==> config.mk <==
export PLATFORM = sky130hd
export DESIGN_NAME = icache_fetch
export DESIGN_NICKNAME = d
export VERILOG_FILES = /design/src/rtl/icache_fetch.sv
export SDC_FILE = /design/constraint.sdc
export NUM_CORES = 2
export LEC_CHECK = 0
export CAP_MARGIN = 20
export CORE_UTILIZATION = 35
export CTS_CLUSTER_DIAMETER = 100
export DETAILED_ROUTE_END_ITERATION = 8
export SETUP_SLACK_MARGIN = 0.4
export SYNTH_ARGS = -nofsm -noshare
export SYNTH_HDL_FRONTEND = slang
export SYNTH_SLANG_ARGS = --single-unit
==> constraint.sdc <==
create_clock -name clk -period 4.5 [get_ports clk]
set_input_delay 0.9 -clock clk [delete_from_list [all_inputs] [get_ports clk]]
set_output_delay 0.9 -clock clk [all_outputs]
set_load 0.01 [all_outputs]
==> src/rtl/icache_fetch.sv <==
// icache_fetch: direct-mapped, read-only instruction cache.
// Hits return in one cycle; misses refill a whole line word-by-word, then respond.
module icache_fetch #(
  parameter int unsigned ADDR_SIZE       = 32,
  parameter int unsigned WD_SIZE         = 32,
  parameter int unsigned CACHE_LINE_SIZE = 64,
  parameter int unsigned CACHE_NUM_LINES = 4
) (
  input  logic                 clk,
  input  logic                 rst,
  input  logic                 req_valid,
  input  logic [ADDR_SIZE-1:0] req_addr,
  output logic                 req_ready,
  output logic                 resp_valid,
  output logic [WD_SIZE-1:0]   resp_instr,
  input  logic                 flush,
  output logic                 mem_req_valid,
  output logic [ADDR_SIZE-1:0] mem_req_addr,
  input  logic                 mem_req_ready,
  input  logic                 mem_rvalid,
  input  logic [WD_SIZE-1:0]   mem_rdata
);

  localparam int unsigned BYTE_W = $clog2(WD_SIZE / 8);
  localparam int unsigned WORDS  = CACHE_LINE_SIZE / (WD_SIZE / 8);
  localparam int unsigned OFF_W  = $clog2(CACHE_LINE_SIZE);
  localparam int unsigned WSEL_W = $clog2(WORDS);
  localparam int unsigned IDX_W  = $clog2(CACHE_NUM_LINES);
  localparam int unsigned TAG_W  = ADDR_SIZE - OFF_W - IDX_W;
  localparam logic [WSEL_W-1:0] LAST_BEAT = WSEL_W'(WORDS - 1);

  localparam logic [1:0] IDLE   = 2'd0;
  localparam logic [1:0] MREQ   = 2'd1;
  localparam logic [1:0] REFILL = 2'd2;

  logic [1:0]                 state_q, state_d;
  logic [CACHE_NUM_LINES-1:0] valid_q;
  logic [TAG_W-1:0]           tag_q  [CACHE_NUM_LINES];
  logic [WD_SIZE-1:0]         data_q [CACHE_NUM_LINES][WORDS];
  logic                       pend_flush_q;
  logic [WSEL_W-1:0]          cnt_q;
  logic [IDX_W-1:0]           cap_idx_q;
  logic [TAG_W-1:0]           cap_tag_q;
  logic [WSEL_W-1:0]          cap_wsel_q;

  logic [WSEL_W-1:0] req_wsel;
  logic [IDX_W-1:0]  req_idx;
  logic [TAG_W-1:0]  req_tag;
  logic              hit;
  logic              accept;
  logic              beat;
  logic              last_beat;
  logic              unused_addr_bits;

  // Address split and combinational tag lookup
  assign req_wsel         = req_addr[OFF_W-1:BYTE_W];
  assign req_idx          = req_addr[OFF_W+IDX_W-1:OFF_W];
  assign req_tag          = req_addr[ADDR_SIZE-1:OFF_W+IDX_W];
  assign hit              = valid_q[req_idx] && (tag_q[req_idx] == req_tag);
  assign accept           = req_valid && req_ready;
  assign beat             = (state_q == REFILL) && mem_rvalid;
  assign last_beat        = beat && (cnt_q == LAST_BEAT);
  assign unused_addr_bits = ^req_addr[BYTE_W-1:0];

  // State register
  always_ff @(posedge clk) begin
    if (rst) state_q <= IDLE;
    else     state_q <= state_d;
  end

  // Next state and the combinational request-ready
  always_comb begin
    state_d   = state_q;
    req_ready = 1'b0;
    case (state_q)
      IDLE: begin
        req_ready = !rst && !flush && !pend_flush_q;
        if (req_valid && req_ready && !hit) state_d = MREQ;
      end
      MREQ:    if (mem_req_ready) state_d = REFILL;
      REFILL:  if (last_beat) state_d = IDLE;
      default: state_d = IDLE;
    endcase
  end

  // Control, response and refill-request registers
  always_ff @(posedge clk) begin
    if (rst) begin
      valid_q       <= '0;
      pend_flush_q  <= 1'b0;
      resp_valid    <= 1'b0;
      resp_instr    <= '0;
      mem_req_valid <= 1'b0;
      mem_req_addr  <= '0;
      cnt_q         <= '0;
      cap_idx_q     <= '0;
      cap_tag_q     <= '0;
      cap_wsel_q    <= '0;
    end else begin
      resp_valid <= 1'b0;
      case (state_q)
        IDLE: begin
          if (flush || pend_flush_q) begin
            valid_q      <= '0;
            pend_flush_q <= 1'b0;
          end
          if (accept && hit) begin
            resp_valid <= 1'b1;
            resp_instr <= data_q[req_idx][req_wsel];
          end else if (accept) begin
            cap_idx_q     <= req_idx;
            cap_tag_q     <= req_tag;
            cap_wsel_q    <= req_wsel;
            mem_req_valid <= 1'b1;
            mem_req_addr  <= {req_addr[ADDR_SIZE-1:OFF_W], OFF_W'(0)};
          end
        end
        MREQ: begin
          if (flush) pend_flush_q <= 1'b1;
          if (mem_req_ready) begin
            mem_req_valid <= 1'b0;
            cnt_q         <= '0;
          end
        end
        REFILL: begin
          if (flush) pend_flush_q <= 1'b1;
          if (beat) begin
            cnt_q <= cnt_q + WSEL_W'(1);
            if (cnt_q == cap_wsel_q) resp_instr <= mem_rdata;
            if (last_beat) begin
              valid_q[cap_idx_q] <= 1'b1;
              resp_valid         <= 1'b1;
            end
          end
        end
        default: ;
      endcase
    end
  end

  // Line data and tag storage, written only by refill beats
  always_ff @(posedge clk) begin
    if (!rst && beat) begin
      data_q[cap_idx_q][cnt_q] <= mem_rdata;
      if (last_beat) tag_q[cap_idx_q] <= cap_tag_q;
    end
  end

endmodule

* Word-level counts from Yosys, hierarchy flattened
Memory sizes are Yosys's and may differ from the RTL's. Index checks and enable logic that the tools add are counted.
Operators by class: mux-type cells 40, add/subtract/negate cells 1, $lt $le $gt $ge 6, bitwise gates (word level) 4, equal/unequal tests 15, reduce and logical (&&, ||, !) cells 30
Operators by type and width (count):
- 2-to-1 mux 512 bit | 1
- 2-to-1 mux 32 bit | 6
- binary-select mux 32 bit (select 4 bit) | 1
- demux 32 bit (select 4 bit) | 1
- case mux 32 bit (2 select lines) | 1
- == test 24 bit | 1
- 2-to-1 mux 4 bit | 5
- != test 2 bit (second input constant) | 8
- case mux 4 bit (2 select lines) | 2
- 2-to-1 mux 1 bit | 14
- logical AND 1 bit | 12
- AND reduction 3 bit | 4
- AND reduction 4 bit | 3
- greater-or-equal comparator 5 bit (second input constant) | 2
- inverter 4 -> 5 bit | 2
- nonzero test 2 bit | 4
- less-than comparator 2 x 3 -> 1 bit (second input constant) | 2
- 2-to-1 mux 2 bit | 3
- case mux 1 bit (2 select lines) | 3
- case mux 2 bit (3 select lines) | 1
- less-than comparator 5 x 1 -> 1 bit (second input constant) | 1
- adder 4 x 1 -> 4 bit (second input constant) | 1
- == test 4 bit | 1
- == test 4 bit (second input constant) | 1
- other kinds (12) | 16
Storage, ports and cells: bits in writable memories 2144, input bits 70, memories kept 2, flip-flop bits (word level) 101, output and inout bits 67
Memories:
- data_q | depth 4, width 512, rd ports 1, clocked after Yosys merged registers in 0, write ports 1, line 39 | logic [WD_SIZE-1:0] data_q [CACHE_NUM_LINES][WORDS];
- tag_q | depth 4, width 24, rd ports 1, clocked after Yosys merged registers in 0, write ports 1, line 38 | logic [TAG_W-1:0] tag_q [CACHE_NUM_LINES];

* Depth between registers and ports, before layout
word-level depth 8, mapped depth 14, depth with buffers taken out 9

* Worst setup path after synthesis
No wires, ideal clock.
kind input-to-reg, start in req_addr[6], end reg resp_instr[5], buffers on the path 4, setup slack 960 ps, arrival 3419 ps, required time 4379 ps, stages on the path 9, library setup time 121 ps, cells stage by stage buf_4 -> buf_6 -> buf_2 -> buf_2 -> mux4_2 -> mux4_2 -> a221oi_1 -> nor2_1 -> mux2_4
Between the ends: longest elaborated chain between the ends 6
RTL lines:
- start, declared | line 12 | input logic [ADDR_SIZE-1:0] req_addr,
- memory read (4 x 512 bit) (tied with other cells)
- binary-select mux 32 bit (select 4 bit) (tied with other cells) | line 109 | resp_instr <= data_q[req_idx][req_wsel];
- 2-to-1 mux 32 bit (implied by the code) or logical AND 1 bit (tied branches) | line 109, 59
- 2-to-1 mux 32 bit (implied by the code) or logical AND 1 bit (tied branches) | line 109, 107
- 2-to-1 mux 32 bit or != test 2 bit (tied branches)
- case mux 32 bit (2 select lines) or AND reduction 4 bit (tied branches)
- end signal, assigned | line 109
- end signal, assigned | line 129 | if (cnt_q == cap_wsel_q) resp_instr <= mem_rdata;
- end, declared | line 15 | output logic [WD_SIZE-1:0] resp_instr,
Parallel ways exist; a longest one is shown, timed or not. The select of a mux whose other input is x is not followed. A chain may end at the register's enable or synchronous reset.

* Final worst setup path
start in req_addr[6], end reg resp_instr[2]
Same word-level chain as after synthesis.

==> metrics.cfg <==
[logic_synthesis]
ys_ff_latch=2219
synth_commonest_cells=edfxtp_1, mux4_2, nand2_1
synth_top_family_by_area=multiplexers
yosys-top-cells-area=edfxtp_1, mux4_2, dfxtp_1
yosys_most_used_dff=edfxtp_1
synth_edf_count=2144
synth_simple_gate_area_share_pct=2.20
yosysMostFrequentCell=edfxtp_1
synth.cell_area_um2=85900
synth.top_cell.area_share_pct=74.9
synth-seq-area-share_pct=76.7
synthMuxAreaShare_pct=16.4
yosys.area.top_type=edfxtp_1
postSynth.asyncResetShare_pct=0
syn-instance-count=3978
synth_fa_ha_area_share_pct=0.102
synth_compound_area_share_pct=2.82
synth.distinct_cells=65
synth_xor_area_share_pct=0.326
synth_warnings=0
syn_avg_cell_area_um2=21.6

[cts]
hold_buffers=0
clockBufferDepth=3
clk_pin_slew_ps=60
postCtsSetupBuffers=0
cts.sinks=2219
cts-root-buf=clkbuf_16
cts_resized=0
worstSkewPairLatency_ps=880
cts_made_buffers=217
htreeDepth=4
cts_tree=yes

[timing]
worstMarginPinSlew_ps=1200
whs_ps=399
skew_ps=68.9
fmaxAchievable_ghz=0.293
hold_violations=0
grt_setup_unrepaired=no
slew_headroom_pct=20.1
period_share_pct=76.0
setup_tns_ps=0
finalCriticalPeriod_ps=3420
drv_slew=0
setup_viol=0

[setup_path]
path_class=input pin to flip-flop
crit_required_ps=5250
critical_path.max_stage_delay_ps=660
slowest_stage=o22ai_1
cp_cell_sequence=buf_8 > buf_12 > buf_12 > mux4_2 > mux4_2 > o22ai_1 > nor3_1 > mux2_4
worst-path-buf-inv=3
critPathTopFamily=multiplexers
worstPathMaxFanout=49
worstSetupStartpointType=input pin
cp.arrival_ps=4170
endpoint_kind=flip-flop
r2r_slack_ps=1170

[route]
drtAntennaViolNets=0
wl_per_cell_um=32.3
initialDrtViolationCount=5916
vias_per_cell=5.69
drcViolationCount=0
drt-pass1-iter-count=5
vias=44300
totalWireLength_mm=251

[cells_and_area]
syn_to_final_growth_pct=17.2
final_nets=4479
final_util_pct=41.3
final_cell_area_um2=101000
drive_above_1_share_pct=29.0
nFillCells=21200

[floorplan]
core_um2=244000
rows=181
die_x_um=498
die-area_um2=248000
ioPinCount=137
start_util_pct=35.3
die_h_um=498

[grt]
grt_max_degree=66
antenna_found_initial=10
grt_util_all_layers_pct=20.2
grt_pass1_vias=44000
grt_overflow=0
grt_pass1_wl_mm=350

[placed_design]
port_buffers=128
place_area_um2=93600
place.gp.congestion=0.807
place_hpwl_mm=145

[flow_run]
maxCapViolCount=0

[min_path]
hp-class=input pin to flip-flop

[power]
leakagePower_nw=31.7
power.density_nw_per_um2=423
peakVddDrop_v=0.000447
fin_total_pwr_w=0.0426

[run_status]
status=finished, final reports clean

placed cells by master (no fill, tap or decap), types with 9 or more instances in the layout:
| master | instances |
|---|---|
| mux2_2 | 11 |
| a221oi_1 | 11 |
| edfxtp_1 | 2144 |
| clkdlybuf4s50_1 | 90 |
| nand3_1 | 37 |
| buf_4 | 225 |
| mux2i_1 | 114 |
| clkinv_2 | 42 |
| a31oi_1 | 26 |
| nor2_4 | 64 |
| and2_1 | 19 |
| nor2b_1 | 28 |
| xnor2_1 | 20 |
| a22oi_1 | 30 |
| clkbuf_8 | 9 |
| xor2_1 | 12 |
| a211oi_1 | 15 |
| dfxtp_1 | 75 |
| nor2_1 | 32 |
| inv_1 | 11 |
| buf_2 | 33 |
| o221ai_1 | 10 |
| nor3_1 | 24 |
| o22ai_1 | 26 |
| nand2_1 | 149 |
| clkbuf_16 | 217 |
| bufinv_16 | 12 |
| mux2_4 | 16 |
| o21ai_0 | 37 |
| o31ai_1 | 30 |
| clkinv_1 | 42 |
| nand2b_1 | 12 |
| mux4_2 | 560 |
| buf_12 | 83 |
| a21oi_1 | 74 |
| clkbuf_1 | 59 |
| o211ai_1 | 35 |
worst register-to-register path, stage by stage (launching register included):
cell and delay, ps:
dfxtp_1 370, inv_1 80, ha_2 200, buf_4 270, nor2_2 500, nand2_1 420, buf_4 310, o22ai_1 640
nor3_1 110, mux2_4 290
metrics by stage:
| stage | worst slack [ps] | instances |
|---|---|---|
| 2_1_floorplan | 960 | 3983 |
| 3_3_place_gp | 57.9 | 7376 |
| 3_5_place_dp | 211 | 7378 |
| 4_1_cts | 1080 | 7781 |
| 5_1_grt | 995 | 7788 |
| 6_report | 1080 | 7791 |
logic make-up (layout without fill, tap and decap cells):
group / after synthesis / count (layout)
flip-flops: 2219 / 2219
AO/OA/AOI/OAI: 354 / 354
adder cells (fa/ha/maj): 7 / 7
other: 1 / 9
AND/OR/NAND/NOR: 412 / 412
multiplexers: 701 / 701
XOR/XNOR: 32 / 32
buffers and inverters: 252 / 855
registers in the layout, indices dropped and copies added, names as in the netlist:
register	count
cap_tag_q	24
valid_q	4
cap_wsel_q	4
resp_valid	1
cap_idx_q	1
mem_req_valid	1
state_q	2
data_q	2048
pend_flush_q	1
resp_instr	32
cnt_q	4
tag_q	96
mem_req_addr	1
report_power, final:
part	internal [W]	switching (W)
combinational	0.000840	0.00137
sequential	0.0226	0.0000181
clock	0.00978	0.00793
path summary, 6_finish.rpt:
| path | to | cells past startpoint | startpoint |
|---|---|---|---|
| max | resp_instr[2] | 8 | req_addr[6] |
| min | data_q[1][349] | 1 | mem_rdata[29] |
| max reg2reg | resp_instr[2] | 9 | state_q[0] |
| min reg2reg | valid_q[1] | 1 | valid_q[1] |
per-layer routing:
layer	global-route usage (%)	routed length (µm)	up-vias
met5	0	34	-
met2	32.4	120000	2179
met4	5.54	6990	6
met1	27.7	101000	24100
met3	4.27	23700	382
li1	-	-	17600
layout make-up:
class / count / area, µm² / share of cell area, %
diodes: 3 / 7.51 / 0.00745
clock buffers: 285 / 5780 / 5.73
clock inverters: 118 / 1140 / 1.13
inverters: 16 / 61.3 / 0.0609
multi-input cells: 1512 / 19300 / 19.2
flip-flops and latches: 2219 / 65900 / 65.4
well taps: 3202 / 4010 / 3.98
repair buffers: 436 / 4500 / 4.47
Power figures use the tool's default switching activity.
==> edit (same settings) <==
Make the reset (`rst`) asynchronous in 2 clocked blocks.
--- a/src/rtl/icache_fetch.sv
+++ b/src/rtl/icache_fetch.sv
@@ -63,7 +63,7 @@
   assign unused_addr_bits = ^req_addr[BYTE_W-1:0];
 
   // State register
-  always_ff @(posedge clk) begin
+  always_ff @(posedge clk or posedge rst) begin
     if (rst) state_q <= IDLE;
     else     state_q <= state_d;
   end
@@ -84,7 +84,7 @@
   end
 
   // Control, response and refill-request registers
-  always_ff @(posedge clk) begin
+  always_ff @(posedge clk or posedge rst) begin
     if (rst) begin
       valid_q       <= '0;
       pend_flush_q  <= 1'b0;
Function: not settled (the Yosys comparison gave no result); the edit may change what the design does.
==> edit against the unedited design <==
- fmax decreased by 5.1%
- sequential cell count unchanged
- synthesized area decreased by 0.59%
- largest cell class unchanged
- die area decreased by 0.59%
- utilization decreased by 0.35 points
- critical path depth unchanged
- sequential share of layout area increased by 1.1 points
- cell area decreased by 1.1%
- critical endpoint is now resp_instr[25]$_DFFE_PP0P_
- worst setup slack got worse by 0.19 ns
- routed wire length decreased by 10%
Power is not compared: it rests on default switching activity, and its combinational part moved more than twofold at a synthesized area within 25%.
==> edit: results <==
clock_network:
  post-cts-setup-buffer-count: 0
  clock_tree.htree_level_count: 4
  root_buffer: "clkbuf_16"
  cts-buffers-inserted: 210
  cts.repair.resized: 0
  clk_transition_reported_paths_ns: 0.06
  cts-root-to-sink-buffers: 3
  worstSkewPairLatency_ns: 0.86
yosys:
  synth_common_cells: "edfxtp_1, mux4_2, mux2i_1"
  synth-edff-count: 2144
  post_synth_main_area_contributors: "edfxtp_1, mux4_2, dfrtp_1"
  ys_warn_count: 0
  synth.distinct_cells: 56
  ys_seq_area_frac: 0.776
  synth-async-reset-ratio: 0.0338
  synth-main-ff-cell: "edfxtp_1"
global_routing:
  grt_start_max_net_pins: 67
  first_pass_grt_wire_length_um: 317000
  grt_pass1_vias: 41401
  grt.total_usage: 0.183
  antenna_found_initial: 14
setup_path:
  cp_top_delay_family: "simple AND/OR/NAND/NOR gates"
  worst_setup_path_endpoint: "resp_instr[25]$_DFFE_PP0P_"
  timing.critical_path.from: "state_q[0]$_DFFE_PP0P_"
  timing.critical_path.fanout_max: 22
  ff2ff_path_depth: 8
  critPathSlowestCell: "or2_2"
  cp_data_arrival_time_ns: 4.34
  cp_slowest_stage_delay_ns: 0.95
sta:
  post-route-period-util: 0.801
  finalClockSkew_ns: 0.0694
  max_transition_margin: 0.245
detailed_routing:
  drt-initial-drc-count: 4947
  viasPerCell: 5.49
  routedWlPerCell_um: 30.1
  drt_pre_antenna_iters: 6
layout:
  filler_cell_count: 21099
  largestRegisters: "data_q: 2048 flops, tag_q: 96 flops, resp_instr: 32 flops"
  layout-drive-gt1-share: 0.302
  nets: 4171
placement:
  io_buffer_count: 128
  post-place-ws_ns: 0.282
  placedInstanceArea_sq_um: 92800
  post-dp-hpwl_um: 127000
  routability_congestion: 0.755
run_status:
  status: "complete, no violations"
pwr:
  peakVddDrop_v: 0.000396
  static-leakage-power_nw: 31.2
hold_path:
  hold_class: "in -> reg"
-- edit: how the worst min path moves through the flow --
stage | start | to | slack, ns | depth (start not counted)
3_3_place_gp | valid_q[3]$_DFFE_PP0P_ | valid_q[3]$_DFFE_PP0P_ | 0.47 | 2
5_1_grt | mem_rdata[21] | data_q[3][245]$_DFFE_PP_ | 0.38 | 1
3_5_place_dp | valid_q[3]$_DFFE_PP0P_ | valid_q[3]$_DFFE_PP0P_ | 0.50 | 2
6_report | mem_rdata[21] | data_q[3][213]$_DFFE_PP_ | 0.44 | 1
2_1_floorplan | valid_q[3]$_DFFE_PP0P_ | valid_q[3]$_DFFE_PP0P_ | 0.46 | 2
4_1_cts | mem_rdata[21] | data_q[3][245]$_DFFE_PP_ | 0.36 | 1
-- edit: through the flow --
stage	cells	util	total power [W]
floorplan	3724	-	0.0259
CTS	7470	0.409	0.0455
finish	7479	0.410	0.0452
global placement	7078	0.382	0.0284
detailed placement	7078	0.382	0.0285
global route	7477	0.410	0.0465
-- edit: final cells by class --
cell class	instances	area, sq um	area share
Antenna cell	3	7.51	0.0000754
Inverter	13	52.6	0.000528
Timing Repair Buffer	367	3900	0.0391
Clock buffer	261	5500	0.0552
Clock inverter	131	1170	0.0117
Sequential cell	2219	66300	0.665
Tap cell	3202	4010	0.0402
Multi-Input combinational cell	1283	18700	0.188
-- edit: per-layer routing --
layer	track usage	part of all wire	vias up
met2	0.292	0.48	1806
met4	0.0404	0.020	4
met5	0	0.00012	-
li1	-	-	16582
met3	0.0308	0.079	254
met1	0.264	0.43	22420
-- edit: kinds of logic (layout without fill, tap and decap cells) --
| family | count (synthesis) | count (layout) | synth area share |
|---|---|---|---|
| other | 1 | 9 | 0.0000439 |
| XOR/XNOR | 21 | 21 | 0.00215 |
| buffers and inverters | 222 | 772 | 0.0120 |
| flip-flops | 2219 | 2219 | 0.776 |
| multiplexers | 801 | 801 | 0.179 |
| adder cells (fa/ha/maj) | 7 | 7 | 0.00103 |
| AO/OA/AOI/OAI | 202 | 202 | 0.0164 |
| AND/OR/NAND/NOR | 246 | 246 | 0.0133 |
-- edit: worst reg2reg max path, stage by stage, from the launching register on --
cell	delay (ns)
dfrtp_1	0.39
inv_1	0.09
ha_2	0.60
or2_2	0.98
a21oi_1	0.26
a32oi_1	0.58
buf_4	0.22
o21ai_0	0.10
mux2_2	0.29
-- edit: where the power goes --
group / total [W] / switching, W / internal (W)
logic: 0.00443 / 0.00259 / 0.00184
clock network: 0.0172 / 0.00773 / 0.00945
registers: 0.0235 / 0.000401 / 0.0231
total: 0.0452 / 0.0107 / 0.0344
